File: src/rtl/clk_div_burst.sv
// Programmable clock divider with free-run and counted-burst modes.
// Produces a registered divided clock, a tick strobe, busy/done status and a tick counter.
module clk_div_burst #(
    parameter int WIDTH       = 8,
    parameter int CNT_W       = 8,
    parameter int DEFAULT_DIV = 4
) (
    input  logic             clk,
    input  logic             reset,
    input  logic             en,
    input  logic             mode,
    input  logic             start,
    input  logic [CNT_W-1:0] burst_len,
    input  logic             div_load,
    input  logic [WIDTH-1:0] div_in,
    output logic             clk_div,
    output logic             tick,
    output logic             busy,
    output logic             done,
    output logic [CNT_W-1:0] pulses
);

    typedef enum logic [1:0] {
        S_IDLE,
        S_RUN,
        S_BURST,
        S_DONE
    } state_t;

    localparam logic [WIDTH-1:0] DIV_RST = WIDTH'(DEFAULT_DIV);

    state_t           r_state;
    state_t           w_state_nxt;
    logic [WIDTH-1:0] r_div;
    logic [WIDTH-1:0] w_div_nxt;
    logic [WIDTH-1:0] r_cnt;
    logic [WIDTH-1:0] w_cnt_nxt;
    logic [CNT_W-1:0] r_len;
    logic [CNT_W-1:0] w_len_nxt;
    logic [CNT_W-1:0] r_pulses;
    logic [CNT_W-1:0] w_pulses_nxt;
    logic             r_clk_div;
    logic             w_clk_div_nxt;
    logic             w_busy;
    logic             w_busy_nxt;
    logic             w_last;
    logic             w_tick;
    logic [WIDTH-1:0] w_div_clamped;

    always_ff @(posedge clk) begin
        if (reset) begin
            r_state   <= S_IDLE;
            r_div     <= DIV_RST;
            r_cnt     <= '0;
            r_len     <= '0;
            r_pulses  <= '0;
            r_clk_div <= 1'b0;
        end else begin
            r_state   <= w_state_nxt;
            r_div     <= w_div_nxt;
            r_cnt     <= w_cnt_nxt;
            r_len     <= w_len_nxt;
            r_pulses  <= w_pulses_nxt;
            r_clk_div <= w_clk_div_nxt;
        end
    end

    always_comb begin
        w_busy        = (r_state == S_RUN) || (r_state == S_BURST);
        w_last        = (r_cnt == r_div - WIDTH'(1));
        w_tick        = w_busy && w_last;
        w_div_clamped = (div_in < WIDTH'(2)) ? WIDTH'(2) : div_in;

        w_state_nxt  = r_state;
        w_div_nxt    = r_div;
        w_len_nxt    = r_len;
        w_pulses_nxt = w_tick ? r_pulses + CNT_W'(1) : r_pulses;
        w_cnt_nxt    = '0;
        if (w_busy) begin
            w_cnt_nxt = w_last ? '0 : r_cnt + WIDTH'(1);
        end

        unique case (r_state)
            S_IDLE: begin
                if (div_load) begin
                    w_div_nxt = w_div_clamped;
                end
                if (en && !mode) begin
                    w_state_nxt  = S_RUN;
                    w_pulses_nxt = '0;
                end else if (en && mode && start) begin
                    if (burst_len != '0) begin
                        w_state_nxt  = S_BURST;
                        w_len_nxt    = burst_len;
                        w_pulses_nxt = '0;
                    end else begin
                        w_state_nxt = S_DONE;
                    end
                end
            end
            S_RUN: begin
                if (!en || mode) begin
                    w_state_nxt = S_IDLE;
                    w_cnt_nxt   = '0;
                end
            end
            S_BURST: begin
                // Abort on !en wins over a completion landing on the same edge.
                if (!en) begin
                    w_state_nxt = S_IDLE;
                    w_cnt_nxt   = '0;
                end else if (w_tick && (r_pulses + CNT_W'(1) == r_len)) begin
                    w_state_nxt = S_DONE;
                    w_cnt_nxt   = '0;
                end
            end
            S_DONE: begin
                w_state_nxt = S_IDLE;
            end
            default: begin
                w_state_nxt = S_IDLE;
            end
        endcase

        // clk_div tracks the count value being loaded, gated by the state being entered.
        w_busy_nxt    = (w_state_nxt == S_RUN) || (w_state_nxt == S_BURST);
        w_clk_div_nxt = w_busy_nxt && (w_cnt_nxt < (w_div_nxt >> 1));
    end

    assign clk_div = r_clk_div;
    assign tick    = w_tick;
    assign busy    = w_busy;
    assign done    = (r_state == S_DONE);
    assign pulses  = r_pulses;

endmodule
File: config.mk
export PLATFORM = sky130hd
export DESIGN_NAME = clk_div_burst
export DESIGN_NICKNAME = d
export VERILOG_FILES = /design/src/rtl/clk_div_burst.sv
export SDC_FILE = /design/constraint.sdc
export NUM_CORES = 1
export LEC_CHECK = 0
export BUFFER_PORTS_ARGS = -buffer_cell sky130_fd_sc_hd__buf_2
export CAP_MARGIN = 20
export CORE_MARGIN = 2
export CORE_UTILIZATION = 56
export DETAILED_ROUTE_END_ITERATION = 12
export GPL_ROUTABILITY_DRIVEN = 0
export PLACE_DENSITY = 0.79
export SYNTH_ARGS = -nofsm -noshare
export SYNTH_HDL_FRONTEND = slang
export SYNTH_SLANG_ARGS = --single-unit
File: constraint.sdc
create_clock -name clk -period 4.15 [get_ports clk]
set_input_delay 0 -clock clk [delete_from_list [all_inputs] [get_ports clk]]
set_output_delay 0 -clock clk [all_outputs]
set_load 0.01 [all_outputs]
==> report_table.html <==
<table>
<tr><th>Metric</th><th>Value</th></tr>
<tr><th colspan="2">Outcome</th></tr>
<tr><td>Status</td><td>completed</td></tr>
<tr><th colspan="2">Synthesis</th></tr>
<tr><td>Count of synthesis-stage warnings from yosys</td><td>0</td></tr>
<tr><td>Main synth FF type</td><td>sky130_fd_sc_hd__dfxtp_1</td></tr>
<tr><td>Flip-flop and latch count after synthesis</td><td>35</td></tr>
<tr><td>Number of instances in the synthesized netlist</td><td>254</td></tr>
<tr><td>Number of enable flip-flop cells after synthesis</td><td>0</td></tr>
<tr><td>Sequential fraction of the synthesis area</td><td>32.4%</td></tr>
<tr><td>Largest cells by area after synthesis</td><td>sky130_fd_sc_hd__dfxtp_1, sky130_fd_sc_hd__ha_1, sky130_fd_sc_hd__xnor2_1</td></tr>
<tr><td>Portion of synthesized cell area occupied by the leading cell type</td><td>32.4%</td></tr>
<tr><td>Netlist cell types</td><td>46</td></tr>
<tr><td>Cell type with the highest aggregate area in the netlist</td><td>sky130_fd_sc_hd__dfxtp_1</td></tr>
<tr><td>Share of synthesized registers carrying an async set or reset</td><td>0%</td></tr>
<tr><td>Combined area of all synthesized cells</td><td>2160 µm²</td></tr>
<tr><td>Net count after synthesis</td><td>290</td></tr>
<tr><td>Average cell area after synthesis</td><td>between 8 and 9 µm²</td></tr>
<tr><th colspan="2">Pwr</th></tr>
<tr><td>Switching Power</td><td>0.000200 W</td></tr>
<tr><td>Total power per unit cell area</td><td>285 nW/µm²</td></tr>
<tr><td>Part of the total power dissipated in the clock network</td><td>33.5%</td></tr>
<tr><td>Cell internal pwr</td><td>0.000519 W</td></tr>
<tr><td>Reg power frac</td><td>49.7%</td></tr>
<tr><td>Sw frac</td><td>27.8%</td></tr>
<tr><td>Worst supply voltage drop on vdd</td><td>190 µV</td></tr>
<tr><td>Combinational cell fraction of total power</td><td>about 17%</td></tr>
<tr><td>P_leak</td><td>~0.99 nW</td></tr>
<tr><th colspan="2">Floorplan</th></tr>
<tr><td>Placeable Area</td><td>3690 µm²</td></tr>
<tr><td>Initial Utilization</td><td>a little under 60%</td></tr>
<tr><td>Area enclosed by the die boundary</td><td>4370 µm²</td></tr>
<tr><td>Die Height</td><td>between 60 and 70 µm</td></tr>
<tr><td>Number of I/O pins</td><td>34</td></tr>
<tr><td># rows</td><td>22</td></tr>
<tr><td>Die Wd</td><td>about 66 µm</td></tr>
<tr><th colspan="2">Setup path</th></tr>
<tr><td>Biggest fanout along the worst timing path</td><td>9</td></tr>
<tr><td>Reg-to-reg setup timing slack</td><td>0.75 ns</td></tr>
<tr><td>CP top delay family</td><td>compound AO/OA/AOI/OAI gates</td></tr>
<tr><td>Required time at the worst-slack endpoint</td><td>4.35 ns</td></tr>
<tr><td>Critical path buffers and inverters</td><td>1</td></tr>
<tr><td>Slowest Stage Delay on Critical Path</td><td>0.53 ns</td></tr>
<tr><td>Most Frequent Cell on Critical Path</td><td>sky130_fd_sc_hd__ha_1</td></tr>
<tr><td>Arrival time at the worst endpoint</td><td>3.61 ns</td></tr>
<tr><td>CP endpoint kind</td><td>flop</td></tr>
<tr><td>Worst path cell trace</td><td>inv_1 &gt; ha_1 &gt; and2_1 &gt; a211o_1 &gt; a31oi_1 &gt; a211oi_1 &gt; or3_1 &gt; nor2_1 &gt; ha_1 &gt; a21oi_1 &gt; nor2b_1 &gt; o21ai_0 &gt; o2111ai_1 &gt; a311oi_1</td></tr>
<tr><td>Setup CP Type</td><td>reg -&gt; reg</td></tr>
<tr><td>Worst setup SP type</td><td>flop</td></tr>
<tr><td>Slowest cell on the critical path</td><td>sky130_fd_sc_hd__or3_1</td></tr>
<tr><th colspan="2">Clock network</th></tr>
<tr><td>Clock tree from TritonCTS</td><td>built</td></tr>
<tr><td>Number of setup buffers added after CTS</td><td>0</td></tr>
<tr><td>Library cell used as clock root buffer</td><td>sky130_fd_sc_hd__clkbuf_8</td></tr>
<tr><td>Max Buffers Root-to-Sink</td><td>2</td></tr>
<tr><td>Clk Latency, worst-skew pair</td><td>about 0.29 ns</td></tr>
<tr><td>CTS sink count</td><td>35</td></tr>
<tr><td>Number of buffers created by CTS</td><td>5</td></tr>
<tr><td>CTS clock-pin slew for the worst setup and hold paths</td><td>0.07 ns</td></tr>
<tr><td>Maximum level of the CTS H-tree</td><td>2</td></tr>
<tr><th colspan="2">Global route</th></tr>
<tr><td>Tot GR Track Use</td><td>24.8%</td></tr>
<tr><td>Routing usage on met3</td><td>6.81%</td></tr>
<tr><td>Global route total overflow</td><td>0</td></tr>
<tr><td>Met2 Usage GRT</td><td>around two fifths</td></tr>
<tr><td>Met1 GRT Util</td><td>approximately 34%</td></tr>
<tr><td>Maximum number of pins on one net before global-route repair</td><td>22</td></tr>
<tr><td>Layer carrying the most global-route usage</td><td>met2</td></tr>
<tr><td>Wire length of the first global-routing pass</td><td>8240 µm</td></tr>
<tr><td>Number of global-route vias before repair</td><td>1790</td></tr>
<tr><td>Antenna violations before repair</td><td>0</td></tr>
<tr><th colspan="2">Timing</th></tr>
<tr><td>Setup-violating endpoint count in the final report</td><td>0</td></tr>
<tr><td>Setup TNS Final</td><td>0 ns</td></tr>
<tr><td>Final slew viol count</td><td>0</td></tr>
<tr><td>Actual slew at the worst max-slew pin</td><td>~0.89 ns</td></tr>
<tr><td>Minimum setup slack in the final design</td><td>0.746 ns</td></tr>
<tr><td>Share of the clock period used by the worst path</td><td>about 80%</td></tr>
<tr><td>Final Skew</td><td>0.00386 ns</td></tr>
<tr><td>Worst slew margin</td><td>40.4%</td></tr>
<tr><td>Peak Freq</td><td>between 200 and 300 MHz</td></tr>
<tr><td>Final hold violations</td><td>0</td></tr>
<tr><td>Worst hold slack across all endpoints</td><td>0.00136 ns</td></tr>
<tr><td>Setup repair after global routing missed its margin</td><td>false</td></tr>
<tr><td>Final min period</td><td>3.40 ns</td></tr>
<tr><th colspan="2">Cells and area</th></tr>
<tr><td>Util after Layout</td><td>68.3%</td></tr>
<tr><td>Ratio of cells with drive above 1 in the final layout</td><td>17.9%</td></tr>
<tr><td>Layout area overhead</td><td>16.5%</td></tr>
<tr><td>Fin cells</td><td>344</td></tr>
<tr><td>Number of antenna diodes</td><td>0</td></tr>
<tr><td>Count of nets after finishing</td><td>approximately 330</td></tr>
<tr><th colspan="2">Drt</th></tr>
<tr><td>Routed Antenna Nets</td><td>0</td></tr>
<tr><td>Drt via density</td><td>about 5.6</td></tr>
<tr><td>Overall routed net length</td><td>a little under 5000 µm</td></tr>
<tr><td>Final routed wire length divided by cell count</td><td>14.2 µm</td></tr>
<tr><td>Total iterations of the first detailed-routing run</td><td>4</td></tr>
<tr><td>Total number of vias</td><td>1923</td></tr>
<tr><td>Initial DRC count</td><td>79</td></tr>
<tr><td>Drc violations</td><td>0</td></tr>
<tr><th colspan="2">Placement</th></tr>
<tr><td>Hpwl dp</td><td>3700 µm</td></tr>
<tr><td>Count of buffers inserted at the top-level ports</td><td>33</td></tr>
<tr><td>Cell Count Post-Placement</td><td>327</td></tr>
<tr><td>Worst slack at placement</td><td>between 0.7 and 0.8 ns</td></tr>
<tr><th colspan="2">Hold path</th></tr>
<tr><td>Classification of the worst-slack hold path</td><td>in -&gt; reg</td></tr>
<tr><th colspan="2">Run</th></tr>
<tr><td>Number of violations of the max-capacitance limit</td><td>0</td></tr>
</table>
final timing paths:
check,start,endpoint,cells past startpoint
setup reg to reg,r_div[0],clk_div,14
hold / removal,div_in[3],r_div[3],3
hold reg to reg,r_len[3],r_len[3],2
setup / recovery,r_div[0],clk_div,14
cell type report:
class / count / area (µm²)
multi-input combinational: 203 / 1390
fill: 320 / 1170
sequential: 35 / 701
timing repair buffer: 42 / 255
clock buffer: 7 / 76.3
tap: 48 / 60.1
inverter: 8 / 30.0
clock inverter: 1 / 5.00
tightest hold or removal path, stage by stage:
cell and delay, ns:
sky130_fd_sc_hd__buf_2 0.09, sky130_fd_sc_hd__mux2i_1 0.08, sky130_fd_sc_hd__nor2_1 0.09
through the flow:
stage                     total power, W  area (µm²)
after detailed placement        0.000478        2350
after global placement          0.000476        2350
after global routing            0.000755        2520
after CTS                       0.000721        2520
after floorplan                 0.000444        2160
final                           0.000719        2520
kinds of logic (layout without fill, tap and decap cells):
family | count (synthesis) | after routing | share of synthesized area, %
xor+xnor | 31 | 31 | 12.6
fa+ha+maj | 14 | 14 | 8.10
simple gates | 107 | 107 | 24.6
mux | 15 | 15 | 7.18
compound gates | 36 | 36 | 11.9
buf+inv | 16 | 58 | 3.24
flops | 35 | 35 | 32.4
power by group through the flow:
stage,registers (W),logic [W],clock network [W]
finish,0.000357,0.000121,0.000241
global placement,0.000364,0.000111,0
CTS,0.000357,0.000120,0.000243
floorplan,0.000362,0.0000821,0
detailed placement,0.000364,0.000114,0
global route,0.000358,0.000135,0.000262
sequential cells by signal, indices dropped and copies added, names as in the netlist:
signal and flops:
r_len 8, r_state 2, clk_div 1, r_div 8, r_cnt 8, pulses 8
synthesized netlist by cell type (2+ instances only):
master / instances
sky130_fd_sc_hd__clkbuf_1: 5
sky130_fd_sc_hd__nor2_2: 7
sky130_fd_sc_hd__xor2_1: 12
sky130_fd_sc_hd__and3_1: 2
sky130_fd_sc_hd__mux2i_1: 14
sky130_fd_sc_hd__nor2_1: 38
sky130_fd_sc_hd__and2_1: 2
sky130_fd_sc_hd__buf_2: 2
sky130_fd_sc_hd__nor3_1: 4
sky130_fd_sc_hd__o2111ai_1: 2
sky130_fd_sc_hd__nand2_1: 14
sky130_fd_sc_hd__or4_1: 2
sky130_fd_sc_hd__a21oi_1: 13
sky130_fd_sc_hd__a211oi_1: 3
sky130_fd_sc_hd__inv_1: 8
sky130_fd_sc_hd__ha_1: 14
sky130_fd_sc_hd__or3_1: 6
sky130_fd_sc_hd__nand4_1: 3
sky130_fd_sc_hd__xnor2_1: 19
sky130_fd_sc_hd__nor2b_1: 3
sky130_fd_sc_hd__nor4_1: 6
sky130_fd_sc_hd__nand3_1: 13
sky130_fd_sc_hd__dfxtp_1: 35
sky130_fd_sc_hd__o21ai_0: 5
cells in the final DEF (no fill, tap or decap), drive strengths merged, types with 2 or more instances in the layout:
cell type    instances
xnor2               19
inv                  8
ha                  14
nand4                3
and3                 2
and2                 2
mux2i               14
a21oi               13
nor3                 4
nor2                46
o21ai                6
or4                  2
nand2               14
nor2b                3
dlygate4sd3          9
nand3               13
buf                 33
dfxtp               35
o2111ai              2
xor2                12
or2                  2
nor4                 6
a211oi               3
or3                  6
clkbuf               7
timing repair:
item / 4_1_cts / 5_1_grt
hold buffers: 9 / 0
gates resized for setup: 0 / 0
endpoints found under the hold margin: 9 / 0
metal layers:
layer,up-vias,wire (µm)
met5,-,0
met4,0,46
met3,6,203
met2,37,2190
met1,904,2460
li1,976,-
Power figures use the tool's default switching activity.
